===== src/rtl/serial_loader.sv =====
// serial_loader
//   Serial bus initiator that loads memory images into the S100/Altair memory
//   map while the CPU is held off the bus. A UART line (8N1, LSB first) carries
//   framed load commands:
//     START_BYTE, ADH, ADL, LNH, LNL, <LN data bytes>, CSUM
//   Each data byte becomes one single-cycle write strobe on addr/data_out/we.
//   CSUM makes the 8-bit sum of ADH..CSUM equal zero; START_BYTE is excluded.
//
// Ports
//   clk             in   system clock (single domain)
//   reset           in   synchronous, active-high
//   rx              in   asynchronous serial input, idle high
//   addr            out  memory write address
//   data_out        out  memory write data
//   we              out  one-clk write strobe
//   busy            out  frame in progress (top level holds CPU, grants bus)
//   done            out  one-clk pulse on frame completion with good checksum
//   err             out  sticky: bad checksum or framing error inside a frame
//   rx_state_dbg    out  receiver FSM state (debug)
//   frame_state_dbg out  frame FSM state (debug)
//
// Internal handshake: the receiver presents rx_byte with a one-clk rx_valid
// pulse (or rx_ferr on a bad stop bit). There is no ready/backpressure: the
// frame FSM consumes every pulse in the cycle it appears, which is always
// possible because bytes arrive at least ten bit times apart.

module serial_loader #(
  parameter int          CLKS_PER_BIT = 16,
  parameter logic [7:0]  START_BYTE   = 8'h4C
) (
  input  logic        clk,
  input  logic        reset,
  input  logic        rx,
  output logic [15:0] addr,
  output logic [7:0]  data_out,
  output logic        we,
  output logic        busy,
  output logic        done,
  output logic        err,
  output logic [2:0]  rx_state_dbg,
  output logic [2:0]  frame_state_dbg
);

  localparam int CW   = $clog2(CLKS_PER_BIT + 1);
  localparam int HALF = CLKS_PER_BIT / 2;

  // ---------------------------------------------------------------------
  // RX front end
  // ---------------------------------------------------------------------
  typedef enum logic [2:0] {
    RX_IDLE, RX_START, RX_DATA, RX_STOP, RX_WAIT_HIGH
  } rx_state_t;

  rx_state_t      rx_state, rx_state_n;
  logic           rx_meta, rx_sync, rx_prev;
  logic [CW-1:0]  rx_cnt, rx_cnt_n;
  logic [2:0]     rx_bitn, rx_bitn_n;
  logic [7:0]     rx_shift, rx_shift_n;
  logic           rx_valid, rx_ferr;
  logic [7:0]     rx_byte;

  assign rx_byte      = rx_shift;
  assign rx_state_dbg = rx_state;

  always_ff @(posedge clk) begin
    if (reset) begin
      rx_meta  <= 1'b1;
      rx_sync  <= 1'b1;
      rx_prev  <= 1'b1;
      rx_state <= RX_IDLE;
      rx_cnt   <= '0;
      rx_bitn  <= '0;
      rx_shift <= '0;
    end else begin
      rx_meta  <= rx;
      rx_sync  <= rx_meta;
      rx_prev  <= rx_sync;
      rx_state <= rx_state_n;
      rx_cnt   <= rx_cnt_n;
      rx_bitn  <= rx_bitn_n;
      rx_shift <= rx_shift_n;
    end
  end

  // rx_cnt counts clocks since the last reference point (start edge or
  // previous sample); a sample is taken when it reaches HALF / CLKS_PER_BIT.
  always_comb begin
    rx_state_n = rx_state;
    rx_cnt_n   = rx_cnt;
    rx_bitn_n  = rx_bitn;
    rx_shift_n = rx_shift;
    rx_valid   = 1'b0;
    rx_ferr    = 1'b0;
    unique case (rx_state)
      RX_IDLE: begin
        if (rx_prev && !rx_sync) begin
          rx_state_n = RX_START;
          rx_cnt_n   = CW'(1);
        end
      end
      RX_START: begin
        if (rx_cnt == CW'(HALF)) begin
          if (rx_sync) begin
            rx_state_n = RX_IDLE;        // glitch, not a real start bit
          end else begin
            rx_state_n = RX_DATA;
            rx_cnt_n   = CW'(1);
            rx_bitn_n  = '0;
          end
        end else begin
          rx_cnt_n = rx_cnt + CW'(1);
        end
      end
      RX_DATA: begin
        if (rx_cnt == CW'(CLKS_PER_BIT)) begin
          rx_shift_n = {rx_sync, rx_shift[7:1]};
          rx_cnt_n   = CW'(1);
          if (rx_bitn == 3'd7) rx_state_n = RX_STOP;
          else                 rx_bitn_n  = rx_bitn + 3'd1;
        end else begin
          rx_cnt_n = rx_cnt + CW'(1);
        end
      end
      RX_STOP: begin
        if (rx_cnt == CW'(CLKS_PER_BIT)) begin
          if (rx_sync) begin
            rx_valid   = 1'b1;
            rx_state_n = RX_IDLE;
          end else begin
            rx_ferr    = 1'b1;
            rx_state_n = RX_WAIT_HIGH;   // line must recover before next start
          end
        end else begin
          rx_cnt_n = rx_cnt + CW'(1);
        end
      end
      RX_WAIT_HIGH: begin
        if (rx_sync) rx_state_n = RX_IDLE;
      end
      default: rx_state_n = RX_IDLE;
    endcase
  end

  // ---------------------------------------------------------------------
  // Frame FSM
  // ---------------------------------------------------------------------
  typedef enum logic [2:0] {
    F_IDLE, F_ADH, F_ADL, F_LNH, F_LNL, F_DATA, F_CSUM
  } frame_state_t;

  frame_state_t fstate, fstate_n;
  logic [15:0]  addr_n, remain, remain_n;
  logic [7:0]   data_n, csum, csum_n, len_hi, len_hi_n;
  logic         we_n, busy_n, done_n, err_n;

  assign frame_state_dbg = fstate;

  always_ff @(posedge clk) begin
    if (reset) begin
      fstate   <= F_IDLE;
      addr     <= '0;
      data_out <= '0;
      we       <= 1'b0;
      busy     <= 1'b0;
      done     <= 1'b0;
      err      <= 1'b0;
      csum     <= '0;
      len_hi   <= '0;
      remain   <= '0;
    end else begin
      fstate   <= fstate_n;
      addr     <= addr_n;
      data_out <= data_n;
      we       <= we_n;
      busy     <= busy_n;
      done     <= done_n;
      err      <= err_n;
      csum     <= csum_n;
      len_hi   <= len_hi_n;
      remain   <= remain_n;
    end
  end

  always_comb begin
    fstate_n = fstate;
    addr_n   = addr;
    data_n   = data_out;
    we_n     = 1'b0;
    busy_n   = busy;
    done_n   = 1'b0;
    err_n    = err;
    csum_n   = csum;
    len_hi_n = len_hi;
    remain_n = remain;

    // Post-increment after the strobe so the RAM sees the written address
    // at its capture edge; 16-bit arithmetic wraps FFFF -> 0000.
    if (we) addr_n = addr + 16'd1;

    if (rx_ferr && busy) begin
      err_n    = 1'b1;
      busy_n   = 1'b0;
      fstate_n = F_IDLE;
    end else if (rx_valid) begin
      unique case (fstate)
        F_IDLE: begin
          if (rx_byte == START_BYTE) begin
            fstate_n = F_ADH;
            busy_n   = 1'b1;
            err_n    = 1'b0;
            csum_n   = '0;
          end
        end
        F_ADH: begin
          addr_n   = {rx_byte, addr[7:0]};
          csum_n   = csum + rx_byte;
          fstate_n = F_ADL;
        end
        F_ADL: begin
          addr_n   = {addr[15:8], rx_byte};
          csum_n   = csum + rx_byte;
          fstate_n = F_LNH;
        end
        F_LNH: begin
          len_hi_n = rx_byte;
          csum_n   = csum + rx_byte;
          fstate_n = F_LNL;
        end
        F_LNL: begin
          remain_n = {len_hi, rx_byte};
          csum_n   = csum + rx_byte;
          fstate_n = ({len_hi, rx_byte} == 16'd0) ? F_CSUM : F_DATA;
        end
        F_DATA: begin
          data_n   = rx_byte;
          we_n     = 1'b1;
          csum_n   = csum + rx_byte;
          remain_n = remain - 16'd1;
          if (remain == 16'd1) fstate_n = F_CSUM;
        end
        F_CSUM: begin
          if (8'(csum + rx_byte) == 8'd0) done_n = 1'b1;
          else                            err_n  = 1'b1;
          busy_n   = 1'b0;
          fstate_n = F_IDLE;
        end
        default: fstate_n = F_IDLE;
      endcase
    end
  end

endmodule


===== config.mk =====
export PLATFORM = sky130hd
export DESIGN_NAME = serial_loader
export DESIGN_NICKNAME = d
export VERILOG_FILES = /design/src/rtl/serial_loader.sv
export SDC_FILE = /design/constraint.sdc
export NUM_CORES = 1
export LEC_CHECK = 0
export BUFFER_PORTS_ARGS = -buffer_cell sky130_fd_sc_hd__buf_4
export CAP_MARGIN = 15
export CORE_MARGIN = 3
export CORE_UTILIZATION = 35
export CTS_CLUSTER_DIAMETER = 120
export DETAILED_ROUTE_END_ITERATION = 7
export GPL_ROUTABILITY_DRIVEN = 0
export HOLD_SLACK_MARGIN = 0.06
export PLACE_DENSITY = 0.57
export SLEW_MARGIN = 10
export SYNTH_ARGS = -nofsm -noshare
export SYNTH_HDL_FRONTEND = slang
export SYNTH_SLANG_ARGS = --single-unit

===== constraint.sdc =====
create_clock -name clk -period 2.7 [get_ports clk]
set_input_delay 0.27 -clock clk [delete_from_list [all_inputs] [get_ports clk]]
set_output_delay 0.27 -clock clk [all_outputs]
set_load 0.1 [all_outputs]

# After elaboration in Yosys (flattened, before gate mapping)
# Index checks and enable logic that the tools add are counted.
# word_totals
register_bits,85
input_bits,3
output_inout_bits,34
# classes
addsub,5
eq_ne,31
n_mux,46
bitwise_logic,3
reduce_logical,29
# ops
operator,count
$pmux 16 s2,2
$mux 16,3
$mux 3,13
$mux 5,5
$ne 2x2->1 const B,11
$pmux 5 s4,1
$pmux 3 s6,1
$add 16x1->16 const B,1
$eq 16x1->1 const B,1
$logic_not 16->1,1
$pmux 8 s2,1
$sub 16x1->16 const B,1
$eq 3x3->1 const B,5
$ne 3x3->1 const B,5
$pmux 3 s5,1
$reduce_and 3->1,5
$mux 1,13
$eq 3x2->1 const B,4
$reduce_and 4->1,3
$reduce_bool 2->1,5
$add 8x8->8,1
$eq 8x7->1 const B,1
$logic_not 8->1,1
$mux 8,1
21 further kinds,28

# Depth between registers and ports, before layout
# Gate-level depths: netlist (run 1).
# depth
ltp_word,6
ltp_mapped,10
mapped_depth_nobuf,7

# Worst setup path after synthesis (run 1)
# No wires, ideal clock.
# synth_path
path_kind,reg2reg
from,register fstate[1] (netlist: frame_state_dbg[1])
to,register csum[7]
t_arrival_ps,2363
required_time_ps,2639
path_slack_ps,276
path_stages_with_launch,7
path_buffers,1
period_less_slack_ps,2424
path_cell_list,dfxtp_1 > clkbuf_1 > inv_1 > ha_1 > a21o_1 > a211oi_4 > a32o_1
# synth_between
elab_chain_cells,4
elab_cells_between_ends,11
classes_between,eq/ne: 6; mux: 1; reduce/logical: 4
# synth_lines
element,line_no,rtl
"start, declared",151,"frame_state_t fstate, fstate_n;"
"start signal, assigned",171,fstate <= fstate_n;
"$eq 3x3->1, or another cell as far along",205,unique case (fstate)
$reduce_or 5->1 (no line),n/a,
$reduce_bool 2->1 (no line),n/a,
$reduce_and 4->1 (no line),n/a,
"end signal, assigned",178,csum <= csum_n;
"end, declared",153,"logic [7:0] data_n, csum, csum_n, len_hi, len_hi_n;"
# Several ways; a longest one is shown, not always the timed one.
# A chain may end at the register's enable or synchronous reset.

# Worst setup path after layout (run 1)
# layout_path
from,register rx_shift[1] (netlist: rx_byte[1])
to,register done
# layout_between
elab_chain_cells,3
# layout_lines
element,line_no,rtl
"start, declared",58,"logic [7:0] rx_shift, rx_shift_n;"
"start signal, assigned",81,rx_shift <= rx_shift_n;
$add 8x8->8,242,if (8'(csum + rx_byte) == 8'd0) done_n = 1'b1;
$logic_not 8->1,242,
$mux 1,242,
"end signal, assigned",176,done <= done_n;
"end, declared",38,"output logic done,"
# Every way passes these cells.

==> results by group, run 1 <==
Synthesis
  – Synth top area share: between 30% and 40%
  – Yosys top cell by area: dfxtp_1
  – EDFF count, synth: 0
  – Most common cell in the synthesized netlist: dfxtp_1
  – Cells after Synth: 611
  – Seq cells post-synth: 85
  – Distinct cells, synth: between 80 and 90
  – Post-Syn Area per Cell: 8.076 um2
  – Synth Cell Area: 4935 um2
  – Post-Syn Nets: between 600 and 700
  – Register area share after synthesis: between 30% and 40%
  – Async SR Flop Fraction: 0%
  – Area contributors post-synth: dfxtp_1 (34%), a21oi_1 (6.9%), nand2_1 (4.5%)
  – Top cells by count, synth: dfxtp_1 (85), a21oi_1 (68), nand2_1 (59)
  – Synth warnings: 0
  – Ys flop type: dfxtp_1

Placement
  – Placed Area: 5325 um2
  – HPWL Detailed: ~9.4 mm
  – Port Buf Inserts: 36
  – Worst slack, placed: 0.3478 ns

Timing
  – Clk_skew: 0.004981 ns
  – Relative slew slack: 49.17%
  – Period Utilization, post-route: around 90%
  – Final max-slew violation count: 0
  – RSZ-0062 raised after global routing: false
  – Fmax: 419.5 MHz
  – Final number of setup-violating endpoints: 0
  – Minimum clock period: 2.384 ns
  – Setup slack after layout: 0.3160 ns
  – Hold Vio Cnt, Final: 0
  – Measured slew at the worst slew-check pin: ~0.76 ns
  – Setup TNS Final: 0 ns

Critical path
  – Element type at the critical path end: flop
  – Slowest library cell on the worst path: dfxtp_1
  – Buf+Inv Stages, Crit Path: 0
  – Crit path max fanout: 10
  – Crit path required time: slightly below 3 ns
  – Worst path cell trace: ha_1 -> a211oi_1 -> o21ai_0 -> xor2_1 -> nor4_1 -> and4b_1
  – Setup CP Type: flop to flop
  – Startpoint Class: flop
  – Arrival time worst endpoint: 2.66 ns
  – Worst path top cell family by delay: flip-flops
  – Critical Path Max Stage Delay: ~0.68 ns

Clocking
  – Hold buffers post-CTS: 0
  – Sinks on Clock Net: 85
  – Setup Fix Bufs, Post-CTS: 0
  – Clock buffer depth: 2
  – TritonCTS Buffers: 9
  – Clock transition at the registers of the reported paths: 0.06 ns
  – H-Tree Level Count: 3
  – CTS tree: built
  – Cts repair resizes: 0
  – Clock Latency Late Sink: approximately 0.34 ns
  – Clock root buffer: clkbuf_16

Power and ir drop
  – PwrDens: about 480 nW/um2
  – Leak Pwr: 2.031 nW
  – Maximum vdd ir drop: 0.0004599 V

Drt
  – DRC viols: 0
  – Antenna-violating nets left: 0
  – Number of detailed-route iterations in the first pass: 4
  – Wire length per cell: 16.77 um
  – Post-Route WL: ~14 mm
  – DR vias/cell: 5.749
  – 1st-iter DRT viols: 336
  – Routed via count: 4657

Floorplan
  – Die area: ~16000 um2
  – Core area: 13510 um2
  – Starting Density: 36.54%
  – Row count: between 40 and 50
  – IO Pins: 37
  – Die W: roughly 120 um
  – Die Height: around 120 um

Global route
  – Number of global-route vias before repair: 4300
  – Largest net degree at the start of global routing: roughly 70
  – Antenna violations before repair: 0
  – GRT Total Usage: 17.42%
  – Global route overflow: 0
  – First-pass GRT wire length: 22.66 mm

Cells and area
  – Filler cell count in the final layout: approximately 1400
  – Layout cells sized above 1: 13.88%
  – Nets: 650
  – Multi-input gate area: 2933 um2
  – Core Util, Final: 41.36%
  – Register area: 1702 um2
  – Syn-to-layout area delta: 13.18%
  – Post-route cell area: 5585 um2
  – Antenna diode count: 0

Status
  – Outcome: completed

Job
  – Total of max-cap violations: 0

Min path
  – Worst Hold Class: primary input to flop
[final timing paths]
path                                               from                  to  slack, ns  depth (start not counted)
worst max-delay path            rx_byte[1]$_SDFFE_PP0P_     done$_SDFF_PP0_       0.32                          6
worst min-delay path                                 rx  rx_meta$_SDFF_PP1_       0.12                          2
worst max register to register  rx_byte[1]$_SDFFE_PP0P_     done$_SDFF_PP0_       0.32                          6
worst min register to register       rx_meta$_SDFF_PP1_  rx_sync$_SDFF_PP1_       0.42                          1
[state kept, by name, summed over array words and instances (netlist names)]
name,count
we,1
frame_state_dbg,3
err,1
data_out,8
addr,16
rx_cnt,5
rx_state_dbg,3
rx_prev,1
done,1
len_hi,8
rx_byte,8
rx_bitn,3
csum,8
rx_meta,1
busy,1
rx_sync,1
remain,16
[cells in the final DEF, fill, tap and decap left out, types with 4 or more instances in the layout]
| master | count |
|---|---|
| nand3_1 | 37 |
| clkbuf_16 | 9 |
| a2bb2oi_1 | 4 |
| and4_1 | 4 |
| nor2b_1 | 10 |
| ha_1 | 16 |
| a31oi_1 | 6 |
| nor2_1 | 37 |
| nand3b_1 | 4 |
| nand4_1 | 12 |
| nand2b_1 | 7 |
| xor2_1 | 5 |
| dfxtp_1 | 85 |
| o211ai_1 | 4 |
| buf_4 | 52 |
| nor3b_1 | 6 |
| a21oi_1 | 68 |
| and2_0 | 4 |
| or3_1 | 4 |
| nand2_1 | 59 |
| nor3_1 | 19 |
| inv_1 | 16 |
| nor4_1 | 5 |
| and3b_1 | 4 |
| a22o_1 | 7 |
| and2_1 | 5 |
| or4_1 | 4 |
| a211oi_1 | 9 |
| o21ai_0 | 40 |
| and3_1 | 7 |
| a21o_1 | 5 |
[per-layer routing]
layer	wire length, um	global-route usage [%]	vias to the layer above
met5	0	0	-
met4	243	7.028	0
met3	924	3.902	18
met2	5910	25.03	151
met1	6502	25.05	2193
li1	-	-	2295
[through the flow]
step	std cells	power (mW)	hold WS (ns)
2_1_floorplan	611	1.532	0.3738
3_3_place_gp	795	1.583	0.4107
3_5_place_dp	795	1.586	0.4161
4_1_cts	810	2.722	0.1057
5_1_grt	810	2.799	0.1276
6_report	810	2.690	0.1188
[area by class of cell]
class	instances	area share (%)
Multi-Input combinational cell	465	52.51
Sequential cell	85	30.47
Timing Repair Buffer	53	7.348
Clock buffer	13	4.480
Tap cell	176	3.943
Inverter	16	1.075
Clock inverter	2	0.1792
[where the power goes]
part	switching [mW]	total [mW]	leakage, nW	internal [mW]
Combinational	0.188	0.271	1.22	0.0830
Clock	0.487	1.13	0.129	0.642
Sequential	0.0199	1.29	0.685	1.27
Total	0.695	2.69	2.03	2.00
[cell families after synthesis]
logic type / Yosys count / synth area share (%)
AO/OA/AOI/OAI: 185 / 24.52
XOR/XNOR: 8 / 1.420
adder cells (fa/ha/maj): 17 / 4.462
buffers and inverters: 61 / 6.085
flip-flops: 85 / 34.48
multiplexers: 4 / 0.8367
AND/OR/NAND/NOR: 251 / 28.19
No activity file was read; power rests on OpenSTA's default activity.
==> run 2, diff against run 1 <==
--- a/config.mk
+++ b/config.mk
@@ -8,6 +8,8 @@
 export BUFFER_PORTS_ARGS = -buffer_cell sky130_fd_sc_hd__buf_4
 export CAP_MARGIN = 15
+export CORE_ASPECT_RATIO = 1.5
 export CORE_MARGIN = 3
 export CORE_UTILIZATION = 35
+export CTS_BUF_LIST = sky130_fd_sc_hd__clkbuf_2
 export CTS_CLUSTER_DIAMETER = 120
 export DETAILED_ROUTE_END_ITERATION = 7
==> constraint.sdc (replaced) <==
create_clock -name clk -period 2.7 [get_ports clk]
set_input_delay 0.405 -clock clk [delete_from_list [all_inputs] [get_ports clk]]
set_output_delay 0.405 -clock clk [all_outputs]
set_load 0.1 [all_outputs]
==> run 2 against run 1 <==
Utilization fell by 1.2 points. Non-clock buffer count grew 6. First-iteration DRC count down 46%. Critical path depth grew 1. Largest cell class unchanged. Cell count shrank 0.74%. Global-route usage rose by 1.1 points. Power down 11%. Clock skew increased by 0.041 ns. Routed wire length rose by 3.4%. Via count grew 1.4%. Fmax increased by 8.4%. Clock power fell by 27%.
==> results by group, run 2 (synthesis results as in run 1) <==
Timing
  – Measured slew at the worst slew-check pin: 0.7234 ns (-0.03916 ns)
  – Hold Vio Cnt, Final: 0 (unchanged)
  – Setup slack after layout: 0.5010 ns (+0.1850 ns)
  – Final number of setup-violating endpoints: 0 (unchanged)
  – Fmax: 454.8 MHz (+8.4%)
  – Relative slew slack: 51.60% (+2.4 points)
  – Period Utilization, post-route: 81.44% (-6.9 points)
  – RSZ-0062 raised after global routing: false
  – Minimum clock period: 2.199 ns (-0.1850 ns)
  – Hold Slack: 0.1861 ns (+0.06731 ns)
  – Setup TNS Final: 0 ns (unchanged)
  – Final max-slew violation count: 0 (unchanged)
  – Clk_skew: 0.04621 ns (+0.04123 ns)

Clocking
  – CTS tree: built
  – Cts repair resizes: 0 (unchanged)
  – Sinks on Clock Net: 85 (unchanged)
  – Clock transition at the registers of the reported paths: 0.27 ns (+0.21 ns)
  – Clock buffer depth: 2 (unchanged)
  – Setup Fix Bufs, Post-CTS: 0 (unchanged)
  – Clock Latency Late Sink: 0.60 ns (+0.26 ns)
  – Clock root buffer: clkbuf_2
  – H-Tree Level Count: 3 (unchanged)
  – TritonCTS Buffers: 9 (unchanged)

Critical path
  – Setup CP Type: flop to flop
  – Start of the worst register-to-register path: rx_cnt[0]$_SDFFE_PP0P_
  – Worst Setup EP: done$_SDFF_PP0_
  – Crit path max fanout: 11 (+1)
  – Element type at the critical path end: flop
  – CP startpoint: rx_cnt[0]$_SDFFE_PP0P_
  – Reg-to-reg endpoint: done$_SDFF_PP0_
  – Worst-case reg-to-reg path depth: 7 (+1)
  – R2R setup slack: 0.50 ns (+0.19 ns)
  – Arrival time worst endpoint: 2.76 ns (+0.10 ns)
  – Startpoint Class: flop
  – Crit path required time: 3.26 ns (+0.28 ns)

Floorplan
  – Die area: 15590 um2 (+0.19%)
  – Row count: 52 (+24%)
  – Die W: 103.0 um (-17%)
  – Core area: 13660 um2 (+1.2%)
  – Starting Density: 36.12% (-0.42 points)
  – IO Pins: 37 (unchanged)
  – Die Height: 151.4 um (+21%)

Drt
  – Wire length per cell: 17.47 um (+4.2%)
  – Number of detailed-route iterations in the first pass: 5 (+1)
  – DR vias/cell: 5.871 (+2.1%)
  – DRC viols: 0 (unchanged)
  – Routed via count: 4720 (+1.4%)
  – Post-Route WL: 14.05 mm (+3.4%)
  – Antenna-violating nets left: 0 (unchanged)
  – 1st-iter DRT viols: 181 (-46%)

Cells and area
  – Biggest regs: addr: 16 flops, remain: 16 flops
  – Nets: 656 (+0.92%)
  – Register area: 1702 um2 (unchanged)
  – Layout cells sized above 1: 15.13% (+1.3 points)
  – Commonest non-fill, non-tap cell in the layout: dfxtp_1
  – Filler cell count in the final layout: 1422 (+4.8%)
  – Multi-input gate area: 2933 um2 (unchanged)
  – Syn-to-layout area delta: 11.31%
  – Commonest cells after routing, fill and taps aside: dfxtp_1 (85), a21oi_1 (68), nand2_1 (59), buf_4 (58), o21ai_0 (40)
  – Finished Layout Cells: 804 (-0.74%)

Placement
  – Port Buf Inserts: 36 (unchanged)
  – Worst slack, placed: 0.5425 ns (+0.1947 ns)
  – HPWL Detailed: 9.999 mm (+6.2%)
  – Placed cell count: 786 (-1.1%)

Power and ir drop
  – PwrDens: 435.8 nW/um2 (-9.5%)
  – Leak Pwr: 2.012 nW (-0.91%)
  – Maximum vdd ir drop: 0.0003279 V (-29%)

Global route
  – First-pass GRT wire length: 23.07 mm (+1.8%)
  – Antenna violations before repair: 1 (+1)
  – Largest net degree at the start of global routing: 37 (-46%)
  – Global route overflow: 0 (unchanged)
  – GRT Total Usage: 18.55% (+1.1 points)
  – Number of global-route vias before repair: 4557 (+6.0%)

Min path
  – Worst Hold Class: primary input to flop

Status
  – Outcome: completed

Job
  – Total of max-cap violations: 0 (unchanged)
run 2: worst min-delay path by stage:
stage                       startpoint  depth (start not counted)  slack [ns]                 endpoint
floorplan           rx_meta$_SDFF_PP1_                          1        0.39       rx_sync$_SDFF_PP1_
global placement    rx_meta$_SDFF_PP1_                          1        0.40       rx_sync$_SDFF_PP1_
detailed placement  rx_meta$_SDFF_PP1_                          1        0.41       rx_sync$_SDFF_PP1_
CTS                              reset                          2        0.16  rx_bitn[0]$_SDFFE_PP0P_
global route                     reset                          2        0.17  rx_bitn[0]$_SDFFE_PP0P_
finish                           reset                          2        0.19  rx_bitn[0]$_SDFFE_PP0P_
run 2: layer usage:
metal  global-route usage, %  vias to the layer above  part of all wire (%)
met5                       0                        -                     0
met1                   21.97                     2264                    43
met2                   32.29                      115                    51
li1                        -                     2309                     -
met3                   3.410                       32                   3.3
met4                   7.712                        0                   3.1
run 2: critical path: stages (launching register included):
cell and delay (ns):
dfxtp_1 0.41, inv_1 0.07, ha_1 0.15, and4bb_1 0.44, and3_1 0.39, and3_1 0.28, nor2b_1 0.20, and4b_1 0.22
run 2: metrics by stage:
| stage | cell area (um2) | utilization [%] | total power [mW] |
|---|---|---|---|
| finish | 5493 | 40.20 | 2.394 |
| global route | 5493 | 40.20 | 2.499 |
| CTS | 5490 | 40.18 | 2.420 |
| detailed placement | 5333 | 39.03 | 1.593 |
| global placement | 5333 | 39.03 | 1.589 |
| floorplan | 4935 | - | 1.532 |
run 2: what timing repair did:
action	4_1_cts	5_1_grt
endpoints found under the setup margin	0	0
endpoints found under the hold margin	1	0
hold buffers	1	0
run 2: cell type report:
type                       count  share of cell area (%)
sequential                    85                   30.98
clock buffer                   9                  0.8200
multi-input combinational    465                   53.39
clock inverter                 7                   1.868
inverter                      16                   1.093
antenna                        1                 0.04556
timing repair buffer          59                   8.109
tap                          162                   3.690
run 2: power by group:
group | leakage, nW | switching [mW] | internal (mW) | total (mW)
sequential | 0.685 | 0.0121 | 1.28 | 1.29
clock | 0.0835 | 0.504 | 0.317 | 0.821
combinational | 1.24 | 0.196 | 0.0889 | 0.285
total | 2.01 | 0.712 | 1.68 | 2.39
==> run 3, diff against run 2 <==
- clock period: 2.7 -> 2.3 ns (I/O delays scaled with it)
==> run 3 against run 2 <==
Register-to-register slack worse by 0.39 ns. Non-clock buffer count is 15 higher. Setup slack worse by 0.39 ns. Routed wire length is 1.2% higher. Fmax is 0.38% higher. Flip-flop and latch count stayed put. Cell area is 1.7% higher. Sequential share of layout area is 0.32 points lower. Clock-buffer cell count is 1 higher. Hold slack better by 0.27 ns. Largest cell class unchanged. Largest power group unchanged.
==> results by group, run 3 (synthesis results as in run 1) <==
Status
  – Outcome: completed

Timing
  – Hold Vio Cnt, Final: 0 (unchanged)
  – Minimum clock period: 2.191 ns (-0.008267 ns)
  – Relative slew slack: 53.38% (+1.8 points)
  – Clk_skew: 0.02663 ns (-0.01958 ns)
  – Measured slew at the worst slew-check pin: 0.6992 ns (-0.02413 ns)
  – Fmax: 456.5 MHz (+0.38%)
  – Hold Slack: 0.4541 ns (+0.2680 ns)
  – Setup slack after layout: 0.1093 ns (-0.3917 ns)
  – Setup TNS Final: 0 ns (unchanged)
  – Period Utilization, post-route: 95.25% (+14 points)
  – Final number of setup-violating endpoints: 0 (unchanged)
  – Final max-slew violation count: 0 (unchanged)
  – RSZ-0062 raised after global routing: false

Critical path
  – Arrival time worst endpoint: 2.70 ns (-0.06 ns)
  – Crit path max fanout: 2 (-9)
  – Element type at the critical path end: flop
  – Setup CP Type: flop to flop
  – R2R setup slack: 0.11 ns (-0.39 ns)
  – Crit path required time: 2.81 ns (-0.45 ns)
  – Slowest library cell on the worst path: fa_1
  – Buf+Inv Stages, Crit Path: 0 (-1)
  – Worst path top cell family by delay: simple AND/OR/NAND/NOR gates
  – Worst-case reg-to-reg path depth: 6 (-1)
  – Start of the worst register-to-register path: rx_byte[0]$_SDFFE_PP0P_
  – Critical Path Max Stage Delay: 0.41 ns (-0.03 ns)
  – Startpoint Class: flop
  – Reg-to-reg endpoint: done$_SDFF_PP0_
  – Worst path cell trace: ha_1 -> fa_1 -> xor2_1 -> or3_1 -> nor4_1 -> and4b_1
  – CP startpoint: rx_byte[0]$_SDFFE_PP0P_

Drt
  – Wire length per cell: 17.36 um (-0.66%)
  – 1st-iter DRT viols: 301 (+66%)
  – DRC viols: 0 (unchanged)
  – DR vias/cell: 5.779 (-1.6%)
  – Antenna-violating nets left: 0 (unchanged)
  – Number of detailed-route iterations in the first pass: 5 (unchanged)
  – Post-Route WL: 14.21 mm (+1.2%)
  – Routed via count: 4733 (+0.28%)

Power and ir drop
  – PwrDens: 474.4 nW/um2 (+8.9%)
  – Comb pwr share: 12.4% (+0.5 points)
  – Maximum vdd ir drop: 0.0003256 V (-0.70%)
  – Switch share: 29.89% (+0.17 points)
  – Clock Power Share: 30.2% (-4.1 points)
  – Sequential group share of total power: 57.4% (+3.6 points)
  – P_sw: 792.2 uW (+11%)
  – Internal Power: 1.858 mW (+10%)
  – Leak Pwr: 2.074 nW (+3.1%)

Clocking
  – Clock root buffer: clkbuf_2
  – Clock Latency Late Sink: 0.57 ns (-0.03 ns)
  – Sinks on Clock Net: 85 (unchanged)
  – CTS tree: built
  – Setup Fix Bufs, Post-CTS: 0 (unchanged)
  – Clock transition at the registers of the reported paths: 0.24 ns (-0.03 ns)
  – TritonCTS Buffers: 9 (unchanged)
  – H-Tree Level Count: 3 (unchanged)
  – Clock buffer depth: 2 (unchanged)

Job
  – Total of max-cap violations: 0 (unchanged)

Global route
  – Largest net degree at the start of global routing: 61 (+65%)
  – Number of global-route vias before repair: 4607 (+1.1%)
  – Global route overflow: 0 (unchanged)
  – Antenna violations before repair: 1 (unchanged)
  – GRT Total Usage: 19.25% (+0.70 points)
  – First-pass GRT wire length: 23.92 mm (+3.6%)

Min path
  – Hold path startpoint: rx_meta$_SDFF_PP1_
  – Worst Hold Class: flop to flop
  – Hold Path Cell Cnt: 1 (-1)
  – Hold Path Sink: rx_sync$_SDFF_PP1_

Floorplan
  – IO Pins: 37 (unchanged)
  – Row count: 52 (unchanged)
  – Core area: 13660 um2 (unchanged)
  – Die Height: 151.4 um (unchanged)
  – Starting Density: 36.12% (unchanged)
  – Die W: 103.0 um (unchanged)
  – Die area: 15590 um2 (unchanged)

Cells and area
  – Commonest non-fill, non-tap cell in the layout: dfxtp_1
  – Biggest regs: addr: 16 flops, remain: 16 flops
  – Layout cells sized above 1: 17.99% (+2.9 points)
  – Syn-to-layout area delta: 13.21%
  – Commonest cells after routing, fill and taps aside: dfxtp_1 (76), buf_4 (71), a21oi_1 (68), nand2_1 (59), o21ai_0 (40)
  – Nets: 671 (+2.3%)

Placement
  – Worst slack, placed: 0.07938 ns (-0.4631 ns)
  – HPWL Detailed: 10.39 mm (+3.9%)
  – Port Buf Inserts: 36 (unchanged)
-- run 3: cell count changes in the layout (fill, tap and decap cells not counted), sizes merged --
cell | before | now
clkbuf | 9 | 10
clkinv | 1 | 2
clkinvlp | 1 | 2
dlygate4sd3 | 1 | 3
inv | 19 | 17
bufinv | 2 | 1
buf | 58 | 71
-- run 3: per-layer routing --
layer | up-vias | global-route usage [%] | part of all wire, %
li1 | 2339 | - | -
met1 | 2271 | 24.50 | 44
met2 | 115 | 33.13 | 51
met3 | 8 | 3.226 | 3.8
met4 | 0 | 5.379 | 1.0
met5 | - | 0 | 0
-- run 3: what timing repair did --
action                                 4_1_cts  5_1_grt
gates resized for setup                      0        1
endpoints found under the hold margin        2        0
hold buffers                                 3        0
setup endpoints to repair                    0        1
-- run 3: cell type report --
type                       instances  area, um2
tap                              162      202.7
timing repair buffer              74      563.0
clock buffer                      10      50.05
fill                            1388       8077
inverter                          16      60.06
multi-input combinational        465       2933
antenna                            1      2.502
sequential                        85       1713
clock inverter                     6      62.56
-- run 3: worst max-delay path by stage --
stage | endpoint | slack [ns] | cells after the start
after floorplan | addr[11]$_SDFFE_PP0P_ | 0.03 | 5
after global placement | done$_SDFF_PP0_ | 0.11 | 8
after detailed placement | done$_SDFF_PP0_ | 0.08 | 8
after CTS | done$_SDFF_PP0_ | 0.06 | 8
after global routing | addr[6]$_SDFFE_PP0P_ | 0.02 | 8
final | done$_SDFF_PP0_ | 0.11 | 6
-- run 3: worst register-to-register path, cell delays in order, from the launching register on --
cell and delay, ns:
dfxtp_1 0.38, ha_1 0.22, fa_1 0.41, xor2_1 0.19
or3_1 0.31, nor4_1 0.39, and4b_1 0.25
-- run 3: through the flow --
stage	cell area [um2]	instances	util (%)	power, mW
finish	5587	819	40.89	2.650
global route	5587	819	40.89	2.787
CTS	5584	818	40.87	2.682
detailed placement	5441	799	39.83	1.875
global placement	5441	799	39.83	1.870
floorplan	4946	611	-	1.800
-- run 3: power groups by stage --
| stage | combinational [mW] | clock [mW] | sequential (mW) |
|---|---|---|---|
| after global placement | 0.321 | 0 | 1.55 |
| after floorplan | 0.193 | 0 | 1.61 |
| after detailed placement | 0.325 | 0 | 1.55 |
| final | 0.328 | 0.801 | 1.52 |
| after global routing | 0.369 | 0.889 | 1.53 |
| after CTS | 0.330 | 0.830 | 1.52 |
